### src/rtl/flashrom_boot_pkg.sv
// Shared types and default widths for the flash-ROM boot path.
// The same widths are used by the ROM, the instruction memory and the boot loader.
package flashrom_boot_pkg;

  localparam int DEF_ADDRWIDTH = 10;
  localparam int DEF_DATAWIDTH = 16;

  typedef enum logic [1:0] {
    FETCH = 2'd0,
    DRAIN = 2'd1,
    DONE  = 2'd2
  } boot_state_e;

endpackage

### src/rtl/flashrom_boot_loader_write_stage.sv
// One-entry valid/ready output register feeding instruction memory.
// Loading has priority over clearing, so the entry can turn over back-to-back.
module boot_write_stage
  import flashrom_boot_pkg::*;
#(
  parameter int ADDRWIDTH = DEF_ADDRWIDTH,
  parameter int DATAWIDTH = DEF_DATAWIDTH
) (
  input  logic                 clk,
  input  logic                 rst_n,
  input  logic                 load,
  input  logic                 ready,
  input  logic [ADDRWIDTH-1:0] addr_in,
  input  logic [DATAWIDTH-1:0] data_in,
  output logic                 valid,
  output logic [ADDRWIDTH-1:0] addr,
  output logic [DATAWIDTH-1:0] data,
  output logic                 free,
  output logic                 fire
);

  logic                 valid_q, valid_d;
  logic [ADDRWIDTH-1:0] addr_q, addr_d;
  logic [DATAWIDTH-1:0] data_q, data_d;

  assign fire = valid_q & ready;
  assign free = ~valid_q | ready;

  always_comb begin
    valid_d = valid_q;
    addr_d  = addr_q;
    data_d  = data_q;
    if (load) begin
      valid_d = 1'b1;
      addr_d  = addr_in;
      data_d  = data_in;
    end else if (fire) begin
      valid_d = 1'b0;
    end
  end

  always_ff @(posedge clk or negedge rst_n) begin
    if (!rst_n) begin
      valid_q <= 1'b0;
      addr_q  <= '0;
      data_q  <= '0;
    end else begin
      valid_q <= valid_d;
      addr_q  <= addr_d;
      data_q  <= data_d;
    end
  end

  assign valid = valid_q;
  assign addr  = addr_q;
  assign data  = data_q;

endmodule

### src/rtl/flashrom_boot_loader.sv
// Copies the first BOOTLENGTH words of the instruction flash ROM into core
// instruction memory, holding the core in reset and XOR-summing the image.
module flashrom_boot_loader
  import flashrom_boot_pkg::*;
#(
  parameter int ADDRWIDTH  = DEF_ADDRWIDTH,
  parameter int DATAWIDTH  = DEF_DATAWIDTH,
  parameter int BOOTLENGTH = 16
) (
  input  logic                 clk,
  input  logic                 rst_n,
  input  logic                 BootRequest,
  output logic [ADDRWIDTH-1:0] ROMAddress,
  input  logic [DATAWIDTH-1:0] ROMValue,
  output logic                 WriteValid,
  output logic [ADDRWIDTH-1:0] WriteAddress,
  output logic [DATAWIDTH-1:0] WriteData,
  input  logic                 WriteReady,
  output logic                 BootBusy,
  output logic                 BootDone,
  output logic                 CoreHold,
  output logic [DATAWIDTH-1:0] Checksum
);

  // Last address is computed in 32 bits first so BOOTLENGTH = 2^ADDRWIDTH maps to all-ones.
  localparam logic [ADDRWIDTH-1:0] LAST_ADDR = ADDRWIDTH'(BOOTLENGTH - 1);

  boot_state_e          state_q, state_d;
  logic [ADDRWIDTH-1:0] rd_cnt_q, rd_cnt_d;
  logic [DATAWIDTH-1:0] sum_q, sum_d;
  logic                 busy_q, busy_d;
  logic                 done_q, done_d;
  logic                 hold_q, hold_d;
  logic                 stage_free, stage_fire, stage_load;

  assign stage_load = (state_q == FETCH) && stage_free;

  boot_write_stage #(
    .ADDRWIDTH(ADDRWIDTH),
    .DATAWIDTH(DATAWIDTH)
  ) u_write_stage (
    .clk    (clk),
    .rst_n  (rst_n),
    .load   (stage_load),
    .ready  (WriteReady),
    .addr_in(rd_cnt_q),
    .data_in(ROMValue),
    .valid  (WriteValid),
    .addr   (WriteAddress),
    .data   (WriteData),
    .free   (stage_free),
    .fire   (stage_fire)
  );

  always_comb begin
    state_d  = state_q;
    rd_cnt_d = rd_cnt_q;
    sum_d    = sum_q;
    busy_d   = busy_q;
    done_d   = done_q;
    hold_d   = hold_q;
    if (stage_fire) begin
      sum_d = sum_q ^ WriteData;
    end
    case (state_q)
      FETCH: begin
        if (stage_free) begin
          if (rd_cnt_q == LAST_ADDR) begin
            state_d = DRAIN;
          end else begin
            rd_cnt_d = rd_cnt_q + ADDRWIDTH'(1);
          end
        end
      end
      DRAIN: begin
        if (stage_fire) begin
          state_d = DONE;
          busy_d  = 1'b0;
          done_d  = 1'b1;
          hold_d  = 1'b0;
        end
      end
      DONE: begin
        if (BootRequest) begin
          state_d  = FETCH;
          rd_cnt_d = '0;
          sum_d    = '0;
          busy_d   = 1'b1;
          done_d   = 1'b0;
          hold_d   = 1'b1;
        end
      end
      default: state_d = FETCH;
    endcase
  end

  always_ff @(posedge clk or negedge rst_n) begin
    if (!rst_n) begin
      state_q  <= FETCH;
      rd_cnt_q <= '0;
      sum_q    <= '0;
      busy_q   <= 1'b1;
      done_q   <= 1'b0;
      hold_q   <= 1'b1;
    end else begin
      state_q  <= state_d;
      rd_cnt_q <= rd_cnt_d;
      sum_q    <= sum_d;
      busy_q   <= busy_d;
      done_q   <= done_d;
      hold_q   <= hold_d;
    end
  end

  assign ROMAddress = rd_cnt_q;
  assign BootBusy   = busy_q;
  assign BootDone   = done_q;
  assign CoreHold   = hold_q;
  assign Checksum   = sum_q;

endmodule

### config.mk
export PLATFORM = sky130hd
export DESIGN_NAME = flashrom_boot_loader
export DESIGN_NICKNAME = d
export VERILOG_FILES = /design/src/rtl/flashrom_boot_pkg.sv /design/src/rtl/flashrom_boot_loader_write_stage.sv /design/src/rtl/flashrom_boot_loader.sv
export SDC_FILE = /design/constraint.sdc
export NUM_CORES = 1
export LEC_CHECK = 0
export ABC_AREA = 1
export CORE_MARGIN = 1.5
export CORE_UTILIZATION = 30
export CTS_BUF_LIST = sky130_fd_sc_hd__clkbuf_8
export CTS_CLUSTER_DIAMETER = 30
export CTS_CLUSTER_SIZE = 20
export DETAILED_ROUTE_END_ITERATION = 7
export GPL_ROUTABILITY_DRIVEN = 0
export PLACE_DENSITY_LB_ADDON = 0.1
export SYNTH_ARGS = -nofsm -noshare
export SYNTH_HDL_FRONTEND = slang
export SYNTH_SLANG_ARGS = --single-unit
### constraint.sdc
create_clock -name clk -period 1.4 [get_ports clk]
set_input_delay 0.28 -clock clk [delete_from_list [all_inputs] [get_ports clk]]
set_output_delay 0.28 -clock clk [all_outputs]
set_load 0.01 [all_outputs]
Word level (Yosys, flattened, before mapping)
Cells that the tools add are included.
Widths: inputs -> output; s select.
{"block": "totals", "reg_bits": 57, "elab_cells": 48, "in_bits": 20}
{"block": "classes", "mux": 19, "bitwise_logic": 4, "n_eq_ne": 8, "add_sub_neg": 1, "reduce_logical": 8}
{"operator": "$mux 16", "n": 3}
{"operator": "$mux 10", "n": 3}
{"operator": "$pmux 10 s2", "n": 1}
{"operator": "$xor 16x16->16", "n": 1}
{"operator": "$add 10x1->10 const B", "n": 1}
{"operator": "$eq 10x4->1 const B", "n": 1}
{"operator": "$mux 2", "n": 4}
{"operator": "$ne 2x2->1 const B", "n": 4}
{"operator": "$reduce_and 4->1", "n": 2}
{"operator": "$pmux 2 s3", "n": 1}
{"operator": "$reduce_bool 2->1", "n": 3}
{"operator": "$mux 1", "n": 5}
{"operator": "$pmux 1 s2", "n": 2}
{"operator": "$reduce_and 3->1", "n": 1}
{"operator": "$eq 2x1->1 const B", "n": 1}
{"operator": "$eq 2x2->1 const B", "n": 1}
{"operator": "$logic_not 2->1", "n": 1}
{"operator": "$ne 2x1->1 const B", "n": 1}
{"operator": "$and 1x1->1", "n": 1}
{"operator": "$logic_and 1x1->1", "n": 1}
{"operator": "$not 1->1", "n": 1}
{"operator": "$or 1x1->1", "n": 1}

Logic depth before layout (Yosys ltp)
Gate-level depths: netlist (run 1).
{"block": "logic_depth", "ltp_word": 4, "mapped_depth": 8, "ltp_nobuf": 7}

Modules after synthesis
A second synthesis (run 1) with hierarchy kept.
{"block": "unflattened", "cells_unflattened": 298, "hier_area_um2": 2623.8}
{"module": "flashrom_boot_loader", "area_per_inst_um2": 1556.5, "cells_each": 182, "seq_area_each_um2": 752.0, "n_inst": 1}
{"module": "boot_write_stage", "area_per_inst_um2": 1067.3, "cells_each": 116, "seq_area_each_um2": 675.6, "n_inst": 1}

Least setup slack after synthesis (run 1)
OpenSTA, ideal clock, no wires.
{"block": "synth_path", "path_type": "register to register", "startpoint": "reg rd_cnt_q[0], in the netlist ROMAddress[0]", "endpoint": "reg rd_cnt_q[4], in the netlist ROMAddress[4]", "required_time_ns": 1.277, "path_stages_with_launch": 8, "setup_slack_ns": 0.063, "arrival_ns": 1.214, "period_less_slack_ns": 1.337, "path_cell_list": "dfrtp_1 -> ha_1 -> nand3_2 -> nor2_1 -> nand3_1 -> nand2_2 -> buf_6 -> o21ai_2"}
{"block": "synth_via", "elab_chain_len": 4, "word_cells_on_any_way": 7, "classes_between": "1 x add/sub; 2 x eq/ne; 3 x mux; 1 x reduce/logical"}
{"element": "start, declared", "line": "flashrom_boot_loader.sv:29", "source": "logic [ADDRWIDTH-1:0] rd_cnt_q, rd_cnt_d;"}
{"element": "start signal, assigned", "line": "flashrom_boot_loader.sv:107", "source": "rd_cnt_q <= rd_cnt_d;"}
{"element": "$add 10x1->10", "line": "flashrom_boot_loader.sv:71", "source": "rd_cnt_d = rd_cnt_q + ADDRWIDTH'(1);"}
{"element": "$mux 10", "line": "flashrom_boot_loader.sv:68", "source": "if (rd_cnt_q == LAST_ADDR) begin"}
{"element": "$mux 10", "line": "flashrom_boot_loader.sv:67", "source": "if (stage_free) begin"}
{"element": "$pmux 10 s2", "line": "flashrom_boot_loader.sv:65", "source": "case (state_q)"}
Several ways; a longest one is shown, not always the timed one. The select of a mux whose other input is x is not followed.
A chain may end at the register's enable or synchronous reset.

Worst setup path after layout (run 1)
{"block": "layout_path", "startpoint": "reg rd_cnt_q[5], in the netlist ROMAddress[5]", "endpoint": "reg rd_cnt_q[3], in the netlist ROMAddress[3]"}
{"block": "layout_via", "elab_chain_len": 3}
{"element": "$eq 10x4->1", "line": "flashrom_boot_loader.sv:68"}
{"element": "$ne 2x2->1 (no line)"}
{"element": "$reduce_and 4->1 (no line)"}
Every way passes these cells.

==> flow_metrics.py, run 1 <==
metrics = {
    "critical_path": {
        "path_cells": "buf_6 -> nor2_2 -> nand2_1 -> nor2_2 -> nand3_2 -> nand2_4 -> clkbuf_16 -> nand2_1 -> o21ai_2",
        "cp_top_family": "simple AND/OR/NAND/NOR gates",
        "endpoint_kind": "flip-flop",
        "path_buf_inv": 2,
        "endpoint": "ROMAddress[3]",
        "startpoint_type": "flip-flop",
        "critPathLaunch": "ROMAddress[5]",
        "path_depth": 9,
        "slowest_delay_ns": 0.39,
        "required_ns": 1.66,
        "reg2reg_to": "ROMAddress[3]",
        "timing.rr.start": "ROMAddress[5]",
        "regToRegSetupSlack_ns": 0.02,
        "critPathArrivalTime_ns": 1.64,
        "slowest_stage": "dfrtp_1",
        "criticalPathCategory": "flip-flop to flip-flop",
        "worstPathMaxFanout": 5,
        "ff2ff_path_depth": 9,
    },
    "power_and_ir_drop": {
        "leakage_uw": 0.001896,
        "power_density_nw_per_um2": 1754,
        "ir_drop_mv": 0.5502,
        "total_power_uw": 6811,
    },
    "timing": {
        "holdWs_ns": 0.3574,
        "fmax_mhz": 726.2,
        "slew_headroom_pct": 81.39,
        "hold_violations": 0,
        "period_share_pct": 98.36,
        "layout_min_cycle_time_ns": 1.377,
        "finalSetupTns_ns": 0,
        "slew_viol_final": 0,
        "worstMarginPinSlew_ns": 0.2792,
        "setup_violations": 0,
        "fin_skew_ns": 0.005328,
        "rsz0062_at_grt": "yes",
    },
    "global_route": {
        "grt_usage_pct": 15.71,
        "grt_max_degree": 23,
        "grt_pass1_wl_mm": 10.58,
        "grt_pass1_vias": 2192,
        "grt_remaining_overflow": 0,
        "antenna_found_initial": 0,
    },
    "logic_synthesis": {
        "synth_cell_types": 25,
        "synthCells": 283,
        "syn_area_um2": 2544,
        "synth_commonest_cells": "dfrtp_1, nand2_1, nor2_1",
        "avgSynthCellArea_um2": 8.988,
        "synthTopCellsByArea": "dfrtp_1, nand2_1, a21oi_1",
        "yosysSeqAreaShare_pct": 56.12,
        "yosysMostFrequentCell": "dfrtp_1",
        "syn-num-nets": 304,
        "yosys.area.top_type": "dfrtp_1",
        "async_reset_ff_share_pct": 100.0,
        "synth-main-ff-cell": "dfrtp_1",
        "synth_edf_count": 0,
        "yosysWarnings": 0,
        "ys_ff_latch": 57,
        "synth_top_area_share_pct": 55.09,
    },
    "clock_tree": {
        "clock_path_buffers": 2,
        "tritoncts": "yes",
        "clock_sinks": 57,
        "root_buffer": "clkbuf_8",
        "cts_max_level": 3,
        "cts_buffers": 9,
        "cts.clk_slew.worst_paths_ns": 0.07,
        "clk-insertion-delay-late_ns": 0.33,
    },
    "cells_and_area": {
        "instances_no_fill": 507,
        "syn_to_final_growth_pct": 52.68,
        "antenna_cells": 0,
        "fin_nets": 418,
        "n_fill_cell": 846,
        "postLayoutCoreUtil_pct": 47.27,
        "final_layout_size_suffix_gt1_share_pct": 22.64,
    },
    "die": {
        "dieArea_um2": 9040,
        "rows": 33,
        "die-height_um": 95.08,
        "coreArea_um2": 8217,
        "io-pin-count": 76,
        "die_x_um": 95.08,
        "start_util_pct": 30.96,
    },
    "drt": {
        "vias": 2208,
        "wl_per_cell_um": 13.01,
        "firstDrtPassIters": 5,
        "drc_errors": 0,
        "initialDrtViolationCount": 41,
        "via_per_inst": 4.355,
        "routed_wl_mm": 6.594,
        "ant_nets": 0,
    },
    "place": {
        "port_buffers": 75,
        "dp_hpwl_mm": 4.640,
        "dp_cells": 476,
    },
    "min_path": {
        "hold_path_class": "input pin to async pin",
    },
    "run_status": {
        "status": "completed",
    },
    "flow_run": {
        "maxCapViolCount": 0,
    },
}
==> worst min-delay path by stage <==
stage           from               endpoint  slack [ns]  depth (start not counted)
6_report       rst_n            Checksum[2]        0.36                          2
5_1_grt        rst_n  u_write_stage.data[1]        0.36                          2
4_1_cts        rst_n            Checksum[1]        0.36                          2
3_5_place_dp   rst_n            Checksum[1]        0.17                          1
3_3_place_gp   rst_n            Checksum[1]        0.18                          1
2_1_floorplan  rst_n               BootDone       -0.02                          0
==> per-stage QoR <==
step,setup WS (ns),instance area [µm²]
detailed placement,-0.1529,3556
CTS,-0.005547,3842
finish,0.02290,3884
global placement,-0.1493,3556
global route,-0.03155,3884
floorplan,0.06274,2544
==> where the power goes <==
group	switching [µW]	total [µW]	internal, µW
logic	1270	2520	1240
registers	356	2540	2180
clock network	663	1750	1090
==> per-layer routing <==
metal / part of all wire (%) / GRT usage, % / up-vias
li1: - / - / 1144
met1: 43 / 18.80 / 1004
met2: 50 / 26.00 / 50
met3: 5.3 / 4.466 / 10
met4: 1.5 / 7.214 / 0
met5: 0 / 0 / -
==> sequential cells by signal, indices dropped and copies added, names as in the netlist <==
signal	count
Checksum	16
u_write_stage.data	16
ROMAddress	10
u_write_stage.addr	10
state_q	2
BootDone	1
CoreHold	1
u_write_stage.valid	1
==> kinds of logic (layout without fill, tap and decap cells) <==
kind of cell / count (synthesis) / after routing / share of synthesized area (%)
simple gates: 110 / 110 / 18.89
compound gates: 72 / 72 / 15.79
flops: 57 / 57 / 56.12
buf+inv: 41 / 160 / 7.673
mux: 2 / 2 / 1.033
fa+ha+maj: 1 / 1 / 0.4918
==> worst reg2reg max path: stages, from the launching register on <==
cell and delay [ns]:
dfrtp_1 0.39, buf_6 0.12, nor2_2 0.09, nand2_1 0.07, nor2_2 0.13, nand3_2 0.11
nand2_4 0.13, clkbuf_16 0.16, nand2_1 0.06, o21ai_2 0.05
==> cell type report <==
cell class / count / area [µm²] / area share, %
flip-flops and latches: 57 / 1433 / 36.89
repair buffers: 114 / 1033 / 26.61
multi-input cells: 185 / 943.4 / 24.29
clock buffers: 11 / 151.4 / 3.898
well taps: 105 / 131.4 / 3.383
inverters: 30 / 112.6 / 2.899
clock inverters: 5 / 78.83 / 2.030
==> repair_timing <==
item,4_1_cts,5_1_grt
setup endpoints to repair,59,16
resized for setup,77,12
pin swaps,0,3
setup buffers,7,7
hold buffers,1,0
gates cloned,1,1
endpoints found under the hold margin,7,0
==> cell usage in the layout, fill, tap and decap left out, drive strengths merged <==
cell,Yosys,final
nand2,50,50
dfstp,1,1
o211ai,1,1
clkdlybuf4s50,0,18
or2,1,1
clkbuf,1,13
clkdlybuf4s15,0,2
a21oi,32,32
ha,1,1
buf,10,43
dlygate4sd2,0,48
mux2,2,2
nand3,15,15
o21ai,38,38
nor3,1,1
clkinvlp,0,2
dfrtp,56,56
inv,30,31
dlygate4sd3,0,1
bufinv,0,2
o22ai,1,1
nor2,43,43
(Power assumes the default switching activity.)
==> inputs of run 2 (changes only) <==
Settings changed: CORE_UTILIZATION 30 to 40.
==> flow_metrics.py, run 2 (synthesized netlist as in run 1, its figures left out) <==
metrics = {
    "run_status": {
        "status": "completed",
    },
    "timing": {
        "period_share_pct": 98.06,
        "finalSetupTns_ns": 0,
        "slew_headroom_pct": 79.84,
        "setup_slack_ns": 0.02716,
        "hold_violations": 0,
        "worstMarginPinSlew_ns": 0.3024,
        "slew_viol_final": 0,
        "rsz0062_at_grt": "yes",
        "fin_skew_ns": 0.008627,
        "holdWs_ns": 0.4618,
        "fmax_mhz": 728.4,
        "layout_min_cycle_time_ns": 1.373,
        "setup_violations": 0,
    },
    "cells_and_area": {
        "final_layout_size_suffix_gt1_share_pct": 19.49,
        "fin_nets": 406,
        "n_fill_cell": 572,
        "final_cell_mix": "dfrtp_1, dlygate4sd2_1, nand2_1, nor2_1, a21oi_1",
        "syn_to_final_growth_pct": 48.75,
        "antenna_cells": 0,
        "fin_area_um2": 3784,
    },
    "clock_tree": {
        "clk-insertion-delay-late_ns": 0.33,
        "clock_path_buffers": 2,
        "tritoncts": "yes",
        "cts_max_level": 3,
        "root_buffer": "clkbuf_8",
        "clock_sinks": 57,
        "cts.clk_slew.worst_paths_ns": 0.06,
        "cts_buffers": 9,
    },
    "drt": {
        "routed_wl_mm": 6.019,
        "via_per_inst": 4.778,
        "initialDrtViolationCount": 112,
        "ant_nets": 0,
        "drc_errors": 0,
        "wl_per_cell_um": 12.94,
        "vias": 2222,
        "firstDrtPassIters": 4,
    },
    "die": {
        "rows": 28,
        "dieArea_um2": 6847,
        "io-pin-count": 76,
        "die-height_um": 82.75,
        "coreArea_um2": 6026,
        "die_x_um": 82.75,
        "start_util_pct": 42.21,
    },
    "place": {
        "pre_cts_ws_ns": -0.1708,
        "dp_hpwl_mm": 3.970,
        "port_buffers": 75,
        "dpl_cell_area_um2": 3466,
    },
    "power_and_ir_drop": {
        "seq_power_share_pct": 36.2,
        "pwr-share-comb_pct": 35.3,
        "power_density_nw_per_um2": 1847,
        "leakage_uw": 0.001872,
        "ir_drop_mv": 0.8511,
        "swShare_pct": 32.47,
        "total_power_uw": 6988,
        "power_switching_uw": 2269,
        "p_int_uw": 4719,
        "p_clk_share_pct": 28.6,
    },
    "critical_path": {
        "criticalPathCategory": "flip-flop to flip-flop",
        "regToRegSetupSlack_ns": 0.03,
        "timing.rr.start": "ROMAddress[4]",
        "path_buf_inv": 2,
        "cp_top_family": "simple AND/OR/NAND/NOR gates",
        "startpoint_type": "flip-flop",
        "path_cells": "buf_6 -> nor2_1 -> nand2_1 -> nor2_2 -> nand3_2 -> nand2_4 -> clkbuf_16 -> nand2_1 -> o21ai_2",
        "required_ns": 1.65,
        "crit_top_cell": "nand2_1",
        "critPathLaunch": "ROMAddress[4]",
        "slowest_stage": "dfrtp_2",
        "worstPathMaxFanout": 5,
        "endpoint_kind": "flip-flop",
        "critPathArrivalTime_ns": 1.62,
        "slowest_delay_ns": 0.41,
    },
    "global_route": {
        "grt_max_degree": 58,
        "grt_pass1_wl_mm": 9.729,
        "grt_pass1_vias": 2160,
        "antenna_found_initial": 0,
        "grt_remaining_overflow": 0,
        "grt_usage_pct": 19.27,
    },
    "min_path": {
        "worstHoldStart": "Checksum[3]",
        "hold_path_class": "flip-flop to flip-flop",
    },
    "flow_run": {
        "maxCapViolCount": 0,
    },
}
## run 2: changes by cell type in the layout (fill, tap and decap cells not counted), moves of 2 or more
cell,before,now
clkbuf_8,11,9
bufinv_16,2,4
buf_6,4,2
clkinv_2,0,2
buf_2,4,2
clkbuf_2,1,3
clkinvlp_4,2,0
clkdlybuf4s15_1,2,0
buf_4,31,19
dlygate4sd2_1,48,52
## run 2: through the flow
| stage | instances | utilization, % |
|---|---|---|
| floorplan | 283 | - |
| global placement | 439 | 57.52 |
| detailed placement | 439 | 57.52 |
| CTS | 459 | 61.36 |
| global route | 465 | 62.79 |
| finish | 465 | 62.79 |
## run 2: worst register-to-register path, stage by stage (launching register included)
cell and delay (ns):
dfrtp_2 0.41, buf_6 0.12, nor2_1 0.07, nand2_1 0.08, nor2_2 0.12, nand3_2 0.10, nand2_4 0.14, clkbuf_16 0.16
nand2_1 0.05, o21ai_2 0.05
## run 2: timing repair
item                                   in CTS  in global routing
endpoints found under the hold margin      56                  0
setup endpoints to repair                  56                 14
gates resized for setup                    65                 11
pin swaps                                   0                  3
buffers inserted                            3                  3
cloned                                      0                  3
hold buffers                                1                  0
## run 2: per-layer routing
layer  track usage (%)  vias up  part of all wire [%]
met5                 0        -                     0
met1             24.63     1029                    47
li1                  -     1116                     -
met4             9.500        0                   2.0
met3             4.286       10                   5.5
met2             30.73       67                    46
## run 2: final timing paths
| kind | cells after the start | to |
|---|---|---|
| hold / removal | 1 | Checksum[3] |
| hold reg to reg | 1 | Checksum[3] |
| min in group asynchronous | 3 | u_write_stage.data[11] |
| max in group asynchronous | 3 | CoreHold |
| setup / recovery | 9 | ROMAddress[2] |
| setup reg to reg | 9 | ROMAddress[2] |
## run 2: power groups by stage
stage                     clock network [µW]  logic, µW  registers (µW)
after floorplan                            0        969            2810
after global placement                     0       2600            2580
after detailed placement                   0       2650            2590
after CTS                               2030       2370            2530
after global routing                    2120       2730            2600
final                                   2000       2460            2530
## run 2: final cells by class
type                       instances  area [µm²]  share of cell area (%)
tap                               75       93.84                   2.480
clock inverter                     7       133.9                   3.538
timing repair buffer             102       945.9                   25.00
multi-input combinational        185       940.9                   24.87
clock buffer                       9       123.9                   3.274
sequential                        57        1433                   37.86
inverter                          30       112.6                   2.976
